**src/rtl/lock_ctrl.sv**
```systemverilog
// lock_ctrl: sequencing FSM for the digital lock.
// Captures an 8-digit hex password in INIT, checks one entered digit per step
// (LS0..LS7), and reports OPEN or ALARM. Outputs feed the display block.
// Keypad input is a synchronised keycode plus a level strobe; one event per press.
module lock_ctrl #(
    parameter int unsigned MAX_TRIES = 3,       // wrong-digit attempts before ALARM (1..7)
    parameter logic [4:0]  KEY_SET   = 5'd16,   // commit password (INIT) / relock (OPEN)
    parameter logic [4:0]  KEY_CLR   = 5'd17    // clear entry buffer (INIT)
) (
    input  logic        hz100,
    input  logic        reset,
    input  logic [4:0]  keycode,
    input  logic        strobe,
    output logic [3:0]  state,
    output logic [31:0] seq,
    output logic [2:0]  tries_left
);

    localparam logic [2:0] TRIES_INIT = 3'(MAX_TRIES);

    // The numeric values are visible on the state output, so they are fixed here.
    typedef enum logic [3:0] {
        ST_LS0   = 4'd0,
        ST_LS1   = 4'd1,
        ST_LS2   = 4'd2,
        ST_LS3   = 4'd3,
        ST_LS4   = 4'd4,
        ST_LS5   = 4'd5,
        ST_LS6   = 4'd6,
        ST_LS7   = 4'd7,
        ST_OPEN  = 4'd8,
        ST_ALARM = 4'd9,
        ST_INIT  = 4'd10
    } state_e;

    state_e      state_q, state_d;
    logic [31:0] seq_q,   seq_d;
    logic [2:0]  tries_q, tries_d;
    logic        strobe_q;

    logic        press;
    logic        is_digit;
    logic [3:0]  digit;
    logic [2:0]  lock_idx;
    logic [3:0]  exp_digit;

    // Remember last strobe level so a held key yields exactly one event.
    always_ff @(posedge hz100) begin
        // NOTE: reset is synchronous here, so it sits inside the clocked branch
        // and the sensitivity list carries only the clock.
        if (reset) begin
            // Preset high: a key already held while reset releases is not a press.
            strobe_q <= 1'b1;
        end else begin
            strobe_q <= strobe;
        end
    end

    // Key decode and expected digit for the current lock step.
    assign press     = strobe & ~strobe_q;
    assign is_digit  = ~keycode[4];
    assign digit     = keycode[3:0];
    assign lock_idx  = state_q[2:0];
    // Step n checks password digit 7-n, i.e. seq[31-4n -: 4].
    assign exp_digit = 4'(seq_q >> (5'd28 - {lock_idx, 2'b00}));

    // Next-state, password and attempt-counter logic.
    always_comb begin
        // NOTE: every output of this block gets a default first so no path
        // leaves a value unassigned, which would infer a latch.
        state_d = state_q;
        seq_d   = seq_q;
        tries_d = tries_q;

        case (state_q)
            ST_INIT: begin
                if (press) begin
                    if (is_digit) begin
                        // Newest digit enters at the right; oldest drops off the left.
                        seq_d = {seq_q[27:0], digit};
                    end else if (keycode == KEY_CLR) begin
                        seq_d = 32'h0;
                    end else if (keycode == KEY_SET) begin
                        state_d = ST_LS0;
                        tries_d = TRIES_INIT;
                    end
                end
            end

            ST_LS0, ST_LS1, ST_LS2, ST_LS3,
            ST_LS4, ST_LS5, ST_LS6, ST_LS7: begin
                if (press && is_digit) begin
                    if (digit == exp_digit) begin
                        if (lock_idx == 3'd7) begin
                            state_d = ST_OPEN;
                            tries_d = TRIES_INIT;
                        end else begin
                            state_d = state_e'({1'b0, lock_idx + 3'd1});
                        end
                    end else if (tries_q <= 3'd1) begin
                        // Last attempt used up.
                        state_d = ST_ALARM;
                        tries_d = 3'd0;
                    end else begin
                        // A wrong digit restarts the whole sequence.
                        state_d = ST_LS0;
                        tries_d = tries_q - 3'd1;
                    end
                end
            end

            ST_OPEN: begin
                if (press && (keycode == KEY_SET)) begin
                    state_d = ST_LS0;
                end
            end

            ST_ALARM: begin
                // Absorbing; only reset leaves this state.
                tries_d = 3'd0;
            end

            default: begin
                // Unused encodings recover to INIT; password untouched.
                state_d = ST_INIT;
            end
        endcase
    end

    // State, password and counter registers.
    always_ff @(posedge hz100) begin
        // NOTE: sequential state uses non-blocking assignments so every
        // register samples the pre-edge values regardless of statement order.
        if (reset) begin
            state_q <= ST_INIT;
            seq_q   <= 32'h0;
            tries_q <= TRIES_INIT;
        end else begin
            state_q <= state_d;
            seq_q   <= seq_d;
            tries_q <= tries_d;
        end
    end

    // All outputs come straight from registers.
    assign state      = state_q;
    assign seq        = seq_q;
    assign tries_left = tries_q;

endmodule
```
**config.mk**
```make
export PLATFORM = sky130hd
export DESIGN_NAME = lock_ctrl
export DESIGN_NICKNAME = d
export VERILOG_FILES = /design/src/rtl/lock_ctrl.sv
export SDC_FILE = /design/constraint.sdc
export NUM_CORES = 1
export LEC_CHECK = 0
export BUFFER_PORTS_ARGS = -buffer_cell sky130_fd_sc_hd__buf_2
export CORE_ASPECT_RATIO = 2
export CORE_MARGIN = 5
export CORE_UTILIZATION = 30
export CTS_BUF_LIST = sky130_fd_sc_hd__clkbuf_4 sky130_fd_sc_hd__clkbuf_8 sky130_fd_sc_hd__clkbuf_16
export DETAILED_ROUTE_END_ITERATION = 6
export PLACE_DENSITY = 0.63
export SLEW_MARGIN = 30
export SYNTH_ARGS = -nofsm -noshare
export SYNTH_HDL_FRONTEND = slang
export SYNTH_SLANG_ARGS = --single-unit
```
**constraint.sdc**
```tcl
create_clock -name hz100 -period 2.5 [get_ports hz100]
set_clock_uncertainty 0.1 [all_clocks]
set_input_delay 0.75 -clock hz100 [delete_from_list [all_inputs] [get_ports hz100]]
set_output_delay 0.75 -clock hz100 [all_outputs]
set_load 0.005 [all_outputs]
```
# Yosys cells after proc, flatten, opt, wreduce, memory -nomap -nowiden
# Index checks and enable logic that the tools add are counted.
[totals]
input_bits = 8
register_bits = 40
out_inout_bits = 39
[op_classes]
n_eq_ne = 22
addsub = 3
n_lt_le_gt_ge = 1
reduce_logical = 8
shift = 1
muxes = 21
bitwise = 4
[ops]
columns = ["cell", "count"]
rows = [
  ["two-way mux 32 bit", 2],
  ["two-way mux 4 bit", 9],
  [">> shifter 32 x 5 -> 4 bit", 1],
  ["two-way mux 3 bit", 8],
  ["== test 4 x 3 -> 1 bit (second input constant)", 4],
  ["case mux 4 bit (4 select lines)", 1],
  ["AND reduction 7 bit", 2],
  ["== test 4 bit (second input constant)", 3],
  ["!= test 2 bit (second input constant)", 6],
  ["== test 5 bit (second input constant)", 2],
  ["case mux 3 bit (3 select lines)", 1],
  ["== test 4 x 2 -> 1 bit (second input constant)", 2],
  ["OR reduction 8 bit", 1],
  ["subtractor 5 bit (first input constant)", 1],
  ["== test 4 x 1 -> 1 bit (second input constant)", 1],
  ["== test 4 bit", 1],
  ["zero test 4 bit", 1],
  ["adder 3 x 1 -> 3 bit (second input constant)", 1],
  ["== test 3 bit (second input constant)", 1],
  ["less-or-equal comparator 3 x 1 -> 1 bit (second input constant)", 1],
  ["!= test 3 bit (second input constant)", 1],
  ["inverter 1 bit", 3],
  ["AND reduction 3 bit", 1],
  ["nonzero test 3 bit", 1],
  ["4 further kinds", 5],
]

# Depth between registers and ports, before layout
# Gate-level depths: netlist of the first run.
[logic_depth]
word_depth = 6
depth_mapped = 11

# Least setup slack after synthesis of the first run
# No wires, ideal clock.
[synth_path]
path_type = "reg-to-reg"
start = "reg state_q[0], in the netlist state[0]"
end = "reg tries_q[2], in the netlist tries_left[2]"
path_stages_with_launch = 10
synth_period_minus_slack_ns = 2.600
setup_slack_ns = -0.100
arrival_time_ns = 2.409
path_buffers = 2
setup_ns = 0.091
cell_sequence = "dfxtp_1 -> buf_6 -> buf_12 -> inv_1 -> ha_1 -> nor4_1 -> nor3_1 -> a311o_1 -> or4_1 -> a311oi_1"
[synth_between]
elab_chain_len = 6
[synth_rtl]
columns = ["element", "line_no", "source"]
rows = [
  ["start, declared", "36", "state_e state_q, state_d;"],
  ["start signal, assigned", "139", "state_q <= state_d;"],
  ["subtractor 5 bit", "65", "assign exp_digit = 4'(seq_q >> (5'd28 - {lock_idx, 2'b00}));"],
  [">> shifter 32 x 5 -> 4 bit", "65", ""],
  ["== test 4 bit", "93", "if (digit == exp_digit) begin"],
  ["two-way mux 3 bit", "93", ""],
  ["two-way mux 3 bit", "92", "if (press && is_digit) begin"],
  ["case mux 3 bit (3 select lines)", "75", "case (state_q)"],
  ["end signal, assigned", "141", "tries_q <= tries_d;"],
  ["end, declared", "38", "logic [2:0] tries_q, tries_d;"],
]
# Parallel ways exist; a longest one is shown, timed or not. The select of a mux whose other input is x is not followed.
# A chain may end at the register's enable or synchronous reset.

# Worst setup path after layout of the first run
[layout_path]
start = "reg state_q[1], in the netlist state[1]"
end = "reg state_q[1], in the netlist state[1]"
[layout_between]
elab_chain_len = 6
[layout_rtl]
columns = ["element", "line_no"]
rows = [
  ["subtractor 5 bit", "65"],
  [">> shifter 32 x 5 -> 4 bit", "65"],
  ["== test 4 bit", "93"],
  ["two-way mux 4 bit", "93"],
  ["two-way mux 4 bit", "92"],
  ["case mux 4 bit (4 select lines)", "75"],
]
# Parallel ways exist; a longest one is shown, timed or not. The select of a mux whose other input is x is not followed.

==> impl_metrics.env, run 1 <==
export IMPL_floorplan_die_area_um2=9560
export IMPL_placed_cells_incl_taps=389
export IMPL_worst_hold_slack_ns=0.438
export IMPL_synth_yosys_seq_area_share_pct=35.1
export IMPL_final_design_area_no_fill_um2=2960
export IMPL_route_vias_total=1938
export IMPL_setup_viol_count_final=0
export IMPL_postRouteWirelength_um=5930
export IMPL_internal_power_uw=1450
export IMPL_post_synth_num_cell_types=38
export IMPL_slowest_stage="sky130_fd_sc_hd__mux2_2"
export IMPL_grt_busiest_layer="met2"
export IMPL_cts_tree="built"
export IMPL_vias_per_cell=4.88
export IMPL_drv_cap=0
export IMPL_post_synth_instance_area_um2=2280
export IMPL_insertion_delay_to_the_later_sink_of_the_worst_skew_pair_ns=0.28
export IMPL_asyncSetResetFlopFracSynth_pct=0
export IMPL_worst_setup_path_category="reg -> reg"
export IMPL_areaGrowthSynthToFinish_pct=29.8
export IMPL_max_slew_margin_pct=71.9
export IMPL_grt_pass1_wl_um=9650
export IMPL_root_buffer="sky130_fd_sc_hd__clkbuf_16"
export IMPL_synthCells=242
export IMPL_cts_inserted_buffers=5
export IMPL_mappedNetlistNets=257
export IMPL_finalHoldViolations=0
export IMPL_first_global_vias=1931
export IMPL_synth_enable_flop_cells=0
export IMPL_place_hpwl_um=4290
export IMPL_first_iter_violations=93
export IMPL_fin_cells=397
export IMPL_core_region_area_um2=7490
export IMPL_grtUsageMet1_pct=17.2
export IMPL_synth_avg_cell_area_um2=9.44
export IMPL_drt_pass1_iter_count=4
export IMPL_worst_slew_pin_slew_ns=0.421
export IMPL_comb_power_share_pct=38.8
export IMPL_rows=45
export IMPL_layout_common_cells="sky130_fd_sc_hd__mux2i_1 (47), sky130_fd_sc_hd__buf_2 (46), sky130_fd_sc_hd__nor2_1 (41)"
export IMPL_htreeDepth=2
export IMPL_run_status="completed"
export IMPL_finished_core_util_pct=39.6
export IMPL_port_buffers=46
export IMPL_max_clock_freq_mhz=414
export IMPL_route_detailed_drc=0
export IMPL_clock_sinks=40
export IMPL_finalWeightedCongestion=0.822
export IMPL_maximum_count_of_clock_buffers_along_a_single_path=2
export IMPL_global_route_usage_met3_pct=2.64
export IMPL_power_frac_clock_pct=28.4
export IMPL_crit_path_max_incr_delay_ns=0.37
export IMPL_path_clk_slew_ns=0.06
export IMPL_placement_cell_area_um2=2760
export IMPL_grt_total_usage_pct=12.4
export IMPL_total_switching_power_uw=685
export IMPL_synthFlopType="sky130_fd_sc_hd__dfxtp_1"
export IMPL_start_kind="flop"
export IMPL_die_height_um=133
export IMPL_hp_class="reg -> reg"
export IMPL_yosysWarningCount=0
export IMPL_starting_density_of_the_core_pct=30.5
export IMPL_cp_data_required_time_ns=2.56
export IMPL_wl_per_cell_um=14.9
export IMPL_leakage_power_summed_over_all_cells_uw=0.00120
export IMPL_timing_critical_path_fanout_max=9
export IMPL_postCtsHoldBufs=0
export IMPL_report_final_slew_viol_count=0
export IMPL_ys_ff_latch=40
export IMPL_p_per_area_nw_per_um2=722
export IMPL_critical_path_cell_chain="buf_12, inv_1, ha_1, nor4_2, nor3_1, buf_4, nor2_1, mux2_2, o311ai_0"
export IMPL_irDropWorstVdd_mv=0.470
export IMPL_worst_setup_path_end_kind="flop"
export IMPL_power_frac_seq_pct=32.7
export IMPL_critical_path_n_buffers_inverters=3
export IMPL_met2_usage_pct=19.2
export IMPL_layout_min_cycle_time_ns=2.41
export IMPL_critical_path_top_delay_family="simple AND/OR/NAND/NOR gates"
export IMPL_drive_above_1_share_pct=31.4
export IMPL_dieWidth_um=71.7
export IMPL_switching_share_pct=32.0
export IMPL_final_common_cell="sky130_fd_sc_hd__mux2i_1"
export IMPL_worst_ep_arrival_time_ns=2.47
export IMPL_pin_count=47
export IMPL_post_route_fraction_of_the_period_consumed_by_the_critical_path_pct=96.6
export IMPL_design_final_nets=318
export IMPL_rsz0062_at_grt="no"
export IMPL_antenna_violating_nets_left=0
export IMPL_antenna_diode_count=0
export IMPL_gr_total_overflow=0
export IMPL_antenna_violations_before_repair=0
export IMPL_num_fill_cells=733
export IMPL_grt_max_degree=33
[final cells by class]
class	count	area, um^2	share of cell area [%]
inverter	7	26.3	0.887
multi-input combinational	180	1430	48.4
tap	94	118	3.97
timing repair buffer	69	444	15.0
clock inverter	2	12.5	0.422
clock buffer	5	125	4.22
sequential	40	805	27.2
[routing by layer]
metal  vias to the layer above  routed length [um]  share of wire (%)
met5                         -                   0                  0
met4                         0                  52               0.88
met3                         5                 335                5.6
met2                        58                2700                 46
met1                       928                2840                 48
li1                        947                   -                  -
[cells in the mapped netlist, drive strengths merged, types with 2 or more instances]
| library cell | count | area [um^2] |
|---|---|---|
| a21oi | 2 | 10.0 |
| a311o | 2 | 20.0 |
| a311oi | 2 | 17.5 |
| buf | 7 | 62.6 |
| clkbuf | 8 | 30.0 |
| dfxtp | 40 | 801 |
| ha | 7 | 87.6 |
| inv | 7 | 26.3 |
| mux2 | 2 | 22.5 |
| mux2i | 48 | 480 |
| mux4 | 4 | 97.6 |
| nand2 | 8 | 30.0 |
| nor2 | 41 | 154 |
| nor2b | 33 | 206 |
| nor3 | 2 | 10.0 |
| o21ai | 5 | 25.0 |
| o22a | 2 | 17.5 |
| or3 | 2 | 12.5 |
| xor2 | 4 | 35.0 |
[what timing repair did]
action,CTS,global route
cloned,0,0
pin swaps,3,4
setup buffers,1,0
endpoints found under the setup margin,3,6
endpoints found under the hold margin,0,0
gates resized for setup,6,9
[state kept, by name, summed over array words and instances, names as in the netlist]
| signal | flops |
|---|---|
| seq | 32 |
| state | 4 |
| strobe_q | 1 |
| tries_left | 3 |
[stage by stage]
step | worst slack, ns | total power, uW | setup TNS [ns]
final | 0.0862 | 2140 | 0
after global routing | 0.00521 | 2250 | 0
after CTS | -0.00798 | 2140 | -0.00798
after detailed placement | -0.171 | 1500 | -5.16
after global placement | -0.0719 | 1470 | -1.99
after floorplan | 0.0172 | 1200 | 0
[logic make-up after synthesis]
| family | after synthesis | share of synthesized area (%) |
|---|---|---|
| AO/OA/AOI/OAI | 19 | 6.52 |
| AND/OR/NAND/NOR | 96 | 21.5 |
| flip-flops | 40 | 35.1 |
| adder cells (fa/ha/maj) | 7 | 3.84 |
| XOR/XNOR | 4 | 1.53 |
| multiplexers | 54 | 26.3 |
| buffers and inverters | 22 | 5.21 |
[worst paths after layout]
| kind | to | cells past startpoint | slack, ns | from |
|---|---|---|---|---|
| setup reg to reg | state[1] | 9 | 0.09 | state[1] |
| hold / removal | seq[28] | 2 | 0.44 | seq[28] |
| hold reg to reg | seq[28] | 2 | 0.44 | seq[28] |
| setup / recovery | state[1] | 9 | 0.09 | state[1] |
[power by group through the flow]
stage | clock network [uW] | registers [uW] | logic, uW
2_1_floorplan | 0 | 707 | 497
3_3_place_gp | 0 | 707 | 766
3_5_place_dp | 0 | 709 | 789
4_1_cts | 626 | 697 | 812
5_1_grt | 649 | 704 | 895
6_report | 608 | 700 | 830
[worst register-to-register path: stages, from the launching register on]
cell and delay [ns]:
sky130_fd_sc_hd__dfxtp_1 0.36, sky130_fd_sc_hd__buf_12 0.15, sky130_fd_sc_hd__inv_1 0.07, sky130_fd_sc_hd__ha_1 0.21
sky130_fd_sc_hd__nor4_2 0.35, sky130_fd_sc_hd__nor3_1 0.12, sky130_fd_sc_hd__buf_4 0.15, sky130_fd_sc_hd__nor2_1 0.31
sky130_fd_sc_hd__mux2_2 0.38, sky130_fd_sc_hd__o311ai_0 0.11
Power figures use the tool's default switching activity.
==> run 2, diff against run 1 <==
--- a/config.mk
+++ b/config.mk
@@ -12,6 +12,7 @@
 export CTS_BUF_LIST = sky130_fd_sc_hd__clkbuf_4 sky130_fd_sc_hd__clkbuf_8 sky130_fd_sc_hd__clkbuf_16
 export DETAILED_ROUTE_END_ITERATION = 6
 export PLACE_DENSITY = 0.63
+export REMOVE_ABC_BUFFERS = 1
 export SLEW_MARGIN = 30
 export SYNTH_ARGS = -nofsm -noshare
 export SYNTH_HDL_FRONTEND = slang
==> run 2 against run 1 <==
  * Worst setup slack hardly changed
  * Clock power is 0.7% higher
  * Non-clock buffer count is 1 lower
  * Final cell count is 0.25% lower
  * Hold slack worse by 0.0044 ns
  * Critical endpoint is now state[3]
  * Clock-buffer cell count is 1 higher
  * Combinational power is 5.9% lower
  * Core utilization is 0.89 points lower
  * Critical path depth is 2 lower
==> impl_metrics.env, run 2 (synthesized netlist as in run 1, its figures left out) <==
export IMPL_num_fill_cells=764
export IMPL_timing_hold_worst_start="seq[28]"
export IMPL_run_status="completed"
export IMPL_min_to="seq[28]"
export IMPL_wl_per_cell_um=14.4
export IMPL_final_common_cell="sky130_fd_sc_hd__mux2i_1"
export IMPL_route_vias_total=1909
export IMPL_setup_viol_count_final=0
export IMPL_worst_setup_path_category="reg -> reg"
export IMPL_timing_reg2reg_worst_path_depth=7
export IMPL_worst_setup_path_end_kind="flop"
export IMPL_areaGrowthSynthToFinish_pct=26.8
export IMPL_drt_pass1_iter_count=4
export IMPL_ff2ff_setup_slack_ns=0.09
export IMPL_irDropWorstVdd_mv=0.468
export IMPL_post_route_fraction_of_the_period_consumed_by_the_critical_path_pct=96.6
export IMPL_worst_hold_slack_ns=0.434
export IMPL_antenna_diode_count=0
export IMPL_first_iter_violations=107
export IMPL_vias_per_cell=4.82
export IMPL_regArea_um2=802
export IMPL_starting_density_of_the_core_pct=30.5
export IMPL_pin_count=47
export IMPL_worstHoldPathCells=2
export IMPL_layout_common_cells="sky130_fd_sc_hd__mux2i_1 (48), sky130_fd_sc_hd__buf_2 (46), sky130_fd_sc_hd__nor2_1 (41)"
export IMPL_worstSetupStartpoint="state[0]"
export IMPL_port_buffers=46
export IMPL_max_clock_freq_mhz=414
export IMPL_finished_core_util_pct=38.7
export IMPL_max_slew_margin_pct=73.5
export IMPL_report_final_slew_viol_count=0
export IMPL_htreeDepth=2
export IMPL_hp_class="reg -> reg"
export IMPL_postRouteWirelength_um=5690
export IMPL_p_per_area_nw_per_um2=721
export IMPL_cts_inserted_buffers=5
export IMPL_start_kind="flop"
export IMPL_route_detailed_drc=0
export IMPL_floorplan_die_area_um2=9560
export IMPL_placement_cell_area_um2=2720
export IMPL_drive_above_1_share_pct=29.5
export IMPL_reg2reg_to="state[3]"
export IMPL_leakage_power_summed_over_all_cells_uw=0.00118
export IMPL_root_buffer="sky130_fd_sc_hd__clkbuf_16"
export IMPL_cp_data_required_time_ns=2.57
export IMPL_finalWeightedCongestion=0.891
export IMPL_design_final_nets=317
export IMPL_antenna_violating_nets_left=0
export IMPL_grt_total_usage_pct=12.1
export IMPL_maximum_count_of_clock_buffers_along_a_single_path=2
export IMPL_cts_tree="built"
export IMPL_die_height_um=133
export IMPL_place_hpwl_um=4250
export IMPL_worst_ep_arrival_time_ns=2.48
export IMPL_postCtsHoldBufs=0
export IMPL_first_global_vias=1927
export IMPL_path_clk_slew_ns=0.06
export IMPL_rows=45
export IMPL_layout_min_cycle_time_ns=2.41
export IMPL_timing_critical_path_fanout_max=12
export IMPL_dieWidth_um=71.7
export IMPL_critical_path_reg2reg_startpoint="state[0]"
export IMPL_core_region_area_um2=7490
export IMPL_rsz0062_at_grt="no"
export IMPL_grt_pass1_wl_um=9450
export IMPL_insertion_delay_to_the_later_sink_of_the_worst_skew_pair_ns=0.28
export IMPL_grt_max_degree=33
export IMPL_clock_sinks=40
export IMPL_antenna_violations_before_repair=0
export IMPL_final_design_area_no_fill_um2=2900
export IMPL_worst_slew_pin_slew_ns=0.397
export IMPL_drv_cap=0
export IMPL_multi_input_area_um2=1400
export IMPL_gr_total_overflow=0
export IMPL_largest_reg_flops=32
export IMPL_finalHoldViolations=0
-- run 2: how the worst max path moves through the flow --
stage | end | cells after the start | slack (ns)
5_1_grt | state[3] | 7 | 0.007
4_1_cts | state[3] | 7 | 0.01
3_5_place_dp | seq[27] | 8 | -0.08
6_report | state[3] | 7 | 0.09
2_1_floorplan | seq[0] | 5 | -2.12
3_3_place_gp | seq[16] | 8 | -0.06
-- run 2: layout make-up --
cell class                      instances  area share [%]
Tap cell                               94            4.06
Clock inverter                          1           0.173
Multi-Input combinational cell        180            48.4
Clock buffer                            6            4.58
Sequential cell                        40            27.7
Timing Repair Buffer                   68            14.2
Inverter                                7           0.907
-- run 2: layer usage --
metal	vias to the layer above	global-route usage, %	part of all wire, %
li1	943	-	-
met4	0	3.03	0.93
met2	57	18.6	45
met1	901	16.4	47
met5	-	0	0
met3	8	3.47	7.0
-- run 2: where the power goes --
group / switching [uW] / internal [uW]
registers: 31.3 / 665
logic: 393 / 388
clock network: 239 / 373
-- run 2: what timing repair did --
action	in CTS	in global routing
setup endpoints to repair	0	4
setup buffers	0	1
resized for setup	0	9
-- run 2: worst max-delay path, stage by stage (launching register included) --
cell	delay (ns)
sky130_fd_sc_hd__dfxtp_2	0.34
sky130_fd_sc_hd__buf_12	0.15
sky130_fd_sc_hd__mux2i_1	0.12
sky130_fd_sc_hd__mux4_2	0.47
sky130_fd_sc_hd__xor2_1	0.27
sky130_fd_sc_hd__nand4_4	0.18
sky130_fd_sc_hd__mux2_4	0.33
sky130_fd_sc_hd__a311o_1	0.34
-- run 2: stage by stage --
step,instances,total power (uW),TNS [ns],setup slack [ns]
6_report,396,2090,0,0.0859
5_1_grt,396,2220,0,0.00701
4_1_cts,395,2070,0,0.0100
3_5_place_dp,388,1450,-1.41,-0.0837
3_3_place_gp,388,1440,-1.10,-0.0566
2_1_floorplan,227,1130,-69.30,-2.12
==> run 3, diff against run 2 <==
--- a/config.mk
+++ b/config.mk
@@ -7,11 +7,11 @@
 export LEC_CHECK = 0
 export BUFFER_PORTS_ARGS = -buffer_cell sky130_fd_sc_hd__buf_2
 export CORE_ASPECT_RATIO = 2
-export CORE_MARGIN = 5
-export CORE_UTILIZATION = 30
+export CORE_MARGIN = 2
+export CORE_UTILIZATION = 42
 export CTS_BUF_LIST = sky130_fd_sc_hd__clkbuf_4 sky130_fd_sc_hd__clkbuf_8 sky130_fd_sc_hd__clkbuf_16
 export DETAILED_ROUTE_END_ITERATION = 6
-export PLACE_DENSITY = 0.63
+export PLACE_DENSITY = 0.76
 export REMOVE_ABC_BUFFERS = 1
 export SLEW_MARGIN = 30
 export SYNTH_ARGS = -nofsm -noshare
==> constraint.sdc (replaced) <==
create_clock -name hz100 -period 2.94 [get_ports hz100]
set_clock_uncertainty 0.1 [all_clocks]
set_input_delay 0.882 -clock hz100 [delete_from_list [all_inputs] [get_ports hz100]]
set_output_delay 0.882 -clock hz100 [all_outputs]
set_load 0.005 [all_outputs]
==> run 3 against run 2 <==
  * Critical path depth unchanged
  * Cell area down 7.0%
  * Largest power group is now registers
  * Hold slack better by 0.0029 ns
  * Worst setup slack better by 0.20 ns
  * Core utilization rose by 12 points
  * Highest routed layer unchanged
  * Critical path type unchanged
  * Wire length is 13% lower
  * Critical endpoint is now tries_left[2]
  * Total power shrank 24%
  * Clock power shrank 21%
  * First-iteration DRC count decreased by 51%
==> impl_metrics.env, run 3 (synthesized netlist as in run 1, its figures left out) <==
export IMPL_max_slew_margin_pct=53.3
export IMPL_worst_ep_arrival_time_ns=2.76
export IMPL_floorplan_die_area_um2=6080
export IMPL_post_route_fraction_of_the_period_consumed_by_the_critical_path_pct=90.3
export IMPL_htreeDepth=2
export IMPL_met3_wirelength_um=310
export IMPL_pin_count=47
export IMPL_drv_cap=0
export IMPL_placement_cell_area_um2=2570
export IMPL_placed_cells_incl_taps=340
export IMPL_root_buffer="sky130_fd_sc_hd__clkbuf_8"
export IMPL_path_clk_slew_ns=0.08
export IMPL_irDropWorstVdd_mv=0.592
export IMPL_route_vias_total=1873
export IMPL_layout_min_cycle_time_ns=2.66
export IMPL_fin_total_pwr_uw=1600
export IMPL_drt_pass1_iter_count=4
export IMPL_cp_data_required_time_ns=3.05
export IMPL_antenna_violating_nets_left=0
export IMPL_max_clock_freq_mhz=377
export IMPL_postCtsHoldBufs=0
export IMPL_wl_per_cell_um=14.2
export IMPL_vias_per_cell=5.38
export IMPL_first_iter_violations=52
export IMPL_worstSetupStartpoint="state[1]"
export IMPL_starting_density_of_the_core_pct=42.9
export IMPL_die_height_um=108
export IMPL_design_final_nets=302
export IMPL_grt_max_degree=39
export IMPL_cts_tree="built"
export IMPL_cts_resized=0
export IMPL_setup_viol_count_final=0
export IMPL_topRoutingLayerUsed="met4"
export IMPL_insertion_delay_to_the_later_sink_of_the_worst_skew_pair_ns=0.30
export IMPL_report_final_slew_viol_count=0
export IMPL_core_region_area_um2=5330
export IMPL_rsz0062_at_grt="no"
export IMPL_finalWeightedCongestion=0.908
export IMPL_grt_pass1_wl_um=8020
export IMPL_met2_length_um=2430
export IMPL_final_common_cell="sky130_fd_sc_hd__mux2i_1"
export IMPL_worst_setup_path_end_kind="flop"
export IMPL_dieWidth_um=56.1
export IMPL_areaGrowthSynthToFinish_pct=18.0
export IMPL_grt_total_usage_pct=16.7
export IMPL_start_kind="flop"
export IMPL_largest_reg_flops=32
export IMPL_gr_total_overflow=0
export IMPL_antenna_diode_count=0
export IMPL_critical_path_reg2reg_startpoint="state[1]"
export IMPL_hp_class="reg -> reg"
export IMPL_rows=38
export IMPL_leakage_power_summed_over_all_cells_uw=0.00109
export IMPL_finalSetupTns_ns=0
export IMPL_num_fill_cells=514
export IMPL_met1Wirelength_um=2110
export IMPL_clock_sinks=40
export IMPL_first_global_vias=1732
export IMPL_fin_cells=348
export IMPL_final_design_area_no_fill_um2=2700
export IMPL_antenna_violations_before_repair=0
export IMPL_route_detailed_drc=0
export IMPL_dp_worst_setup_slack_ns=0.233
export IMPL_postRouteWirelength_um=4930
export IMPL_cts_inserted_buffers=5
export IMPL_post_cts_buffers=0
export IMPL_p_per_area_nw_per_um2=592
export IMPL_timing_hold_worst_start="seq[29]"
export IMPL_layout_common_cells="sky130_fd_sc_hd__mux2i_1 (48), sky130_fd_sc_hd__buf_2 (46), sky130_fd_sc_hd__nor2_1 (41)"
export IMPL_worst_setup_path_category="reg -> reg"
export IMPL_timing_critical_path_fanout_max=9
export IMPL_place_hpwl_um=3480
export IMPL_port_buffers=46
export IMPL_run_status="completed"
export IMPL_drive_above_1_share_pct=24.0
export IMPL_maximum_count_of_clock_buffers_along_a_single_path=2
export IMPL_finalHoldViolations=0
export IMPL_worst_slew_pin_slew_ns=0.701
export IMPL_final_critical_path_setup_slack_ns=0.285
run 3: cell types whose count changed in the layout (fill, tap and decap cells not counted), sizes merged:
| cell | change |
|---|---|
| buf | -15 |
| bufinv | +1 |
run 3: metal layers:
metal | vias up | global-route usage [%]
li1 | 924 | -
met1 | 886 | 19.4
met2 | 57 | 28.0
met3 | 6 | 4.90
met4 | 0 | 7.48
met5 | - | 0
run 3: per-stage QoR:
step | hold WS (ns) | util (%)
6_report | 0.437 | 50.6
5_1_grt | 0.458 | 50.6
4_1_cts | 0.432 | 50.6
3_5_place_dp | 0.408 | 48.3
3_3_place_gp | 0.396 | 48.3
2_1_floorplan | 0.407 | -
run 3: worst max-delay path: stages, from the launching register on:
cell	delay, ns
sky130_fd_sc_hd__dfxtp_1	0.60
sky130_fd_sc_hd__inv_1	0.15
sky130_fd_sc_hd__ha_1	0.22
sky130_fd_sc_hd__nor4_1	0.36
sky130_fd_sc_hd__nor3_1	0.13
sky130_fd_sc_hd__a311o_1	0.33
sky130_fd_sc_hd__or4_1	0.40
sky130_fd_sc_hd__a311oi_1	0.26
run 3: final cells by class:
cell class              instances  area, um^2  share of cell area [%]
clock buffers                   6        82.6                    3.06
clock inverters                 2        38.8                    1.44
inverters                       7        26.3                   0.975
multi-input cells             180        1380                    51.1
flip-flops and latches         40         801                    29.7
well taps                      60        75.1                    2.79
repair buffers                 53         295                    11.0
run 3: power breakdown:
group / switching [uW] / leakage (uW) / internal, uW / total, uW
Sequential: 37.1 / 0.000323 / 563 / 600
Combinational: 283 / 0.000706 / 231 / 515
Clock: 203 / 0.0000614 / 278 / 481
run 3: worst paths after layout:
| path | to | slack, ns | depth (start not counted) |
|---|---|---|---|
| worst max register to register | tries_left[2] | 0.28 | 7 |
| worst min register to register | seq[29] | 0.44 | 2 |
| worst min-delay path | seq[29] | 0.44 | 2 |
| worst max-delay path | tries_left[2] | 0.28 | 7 |
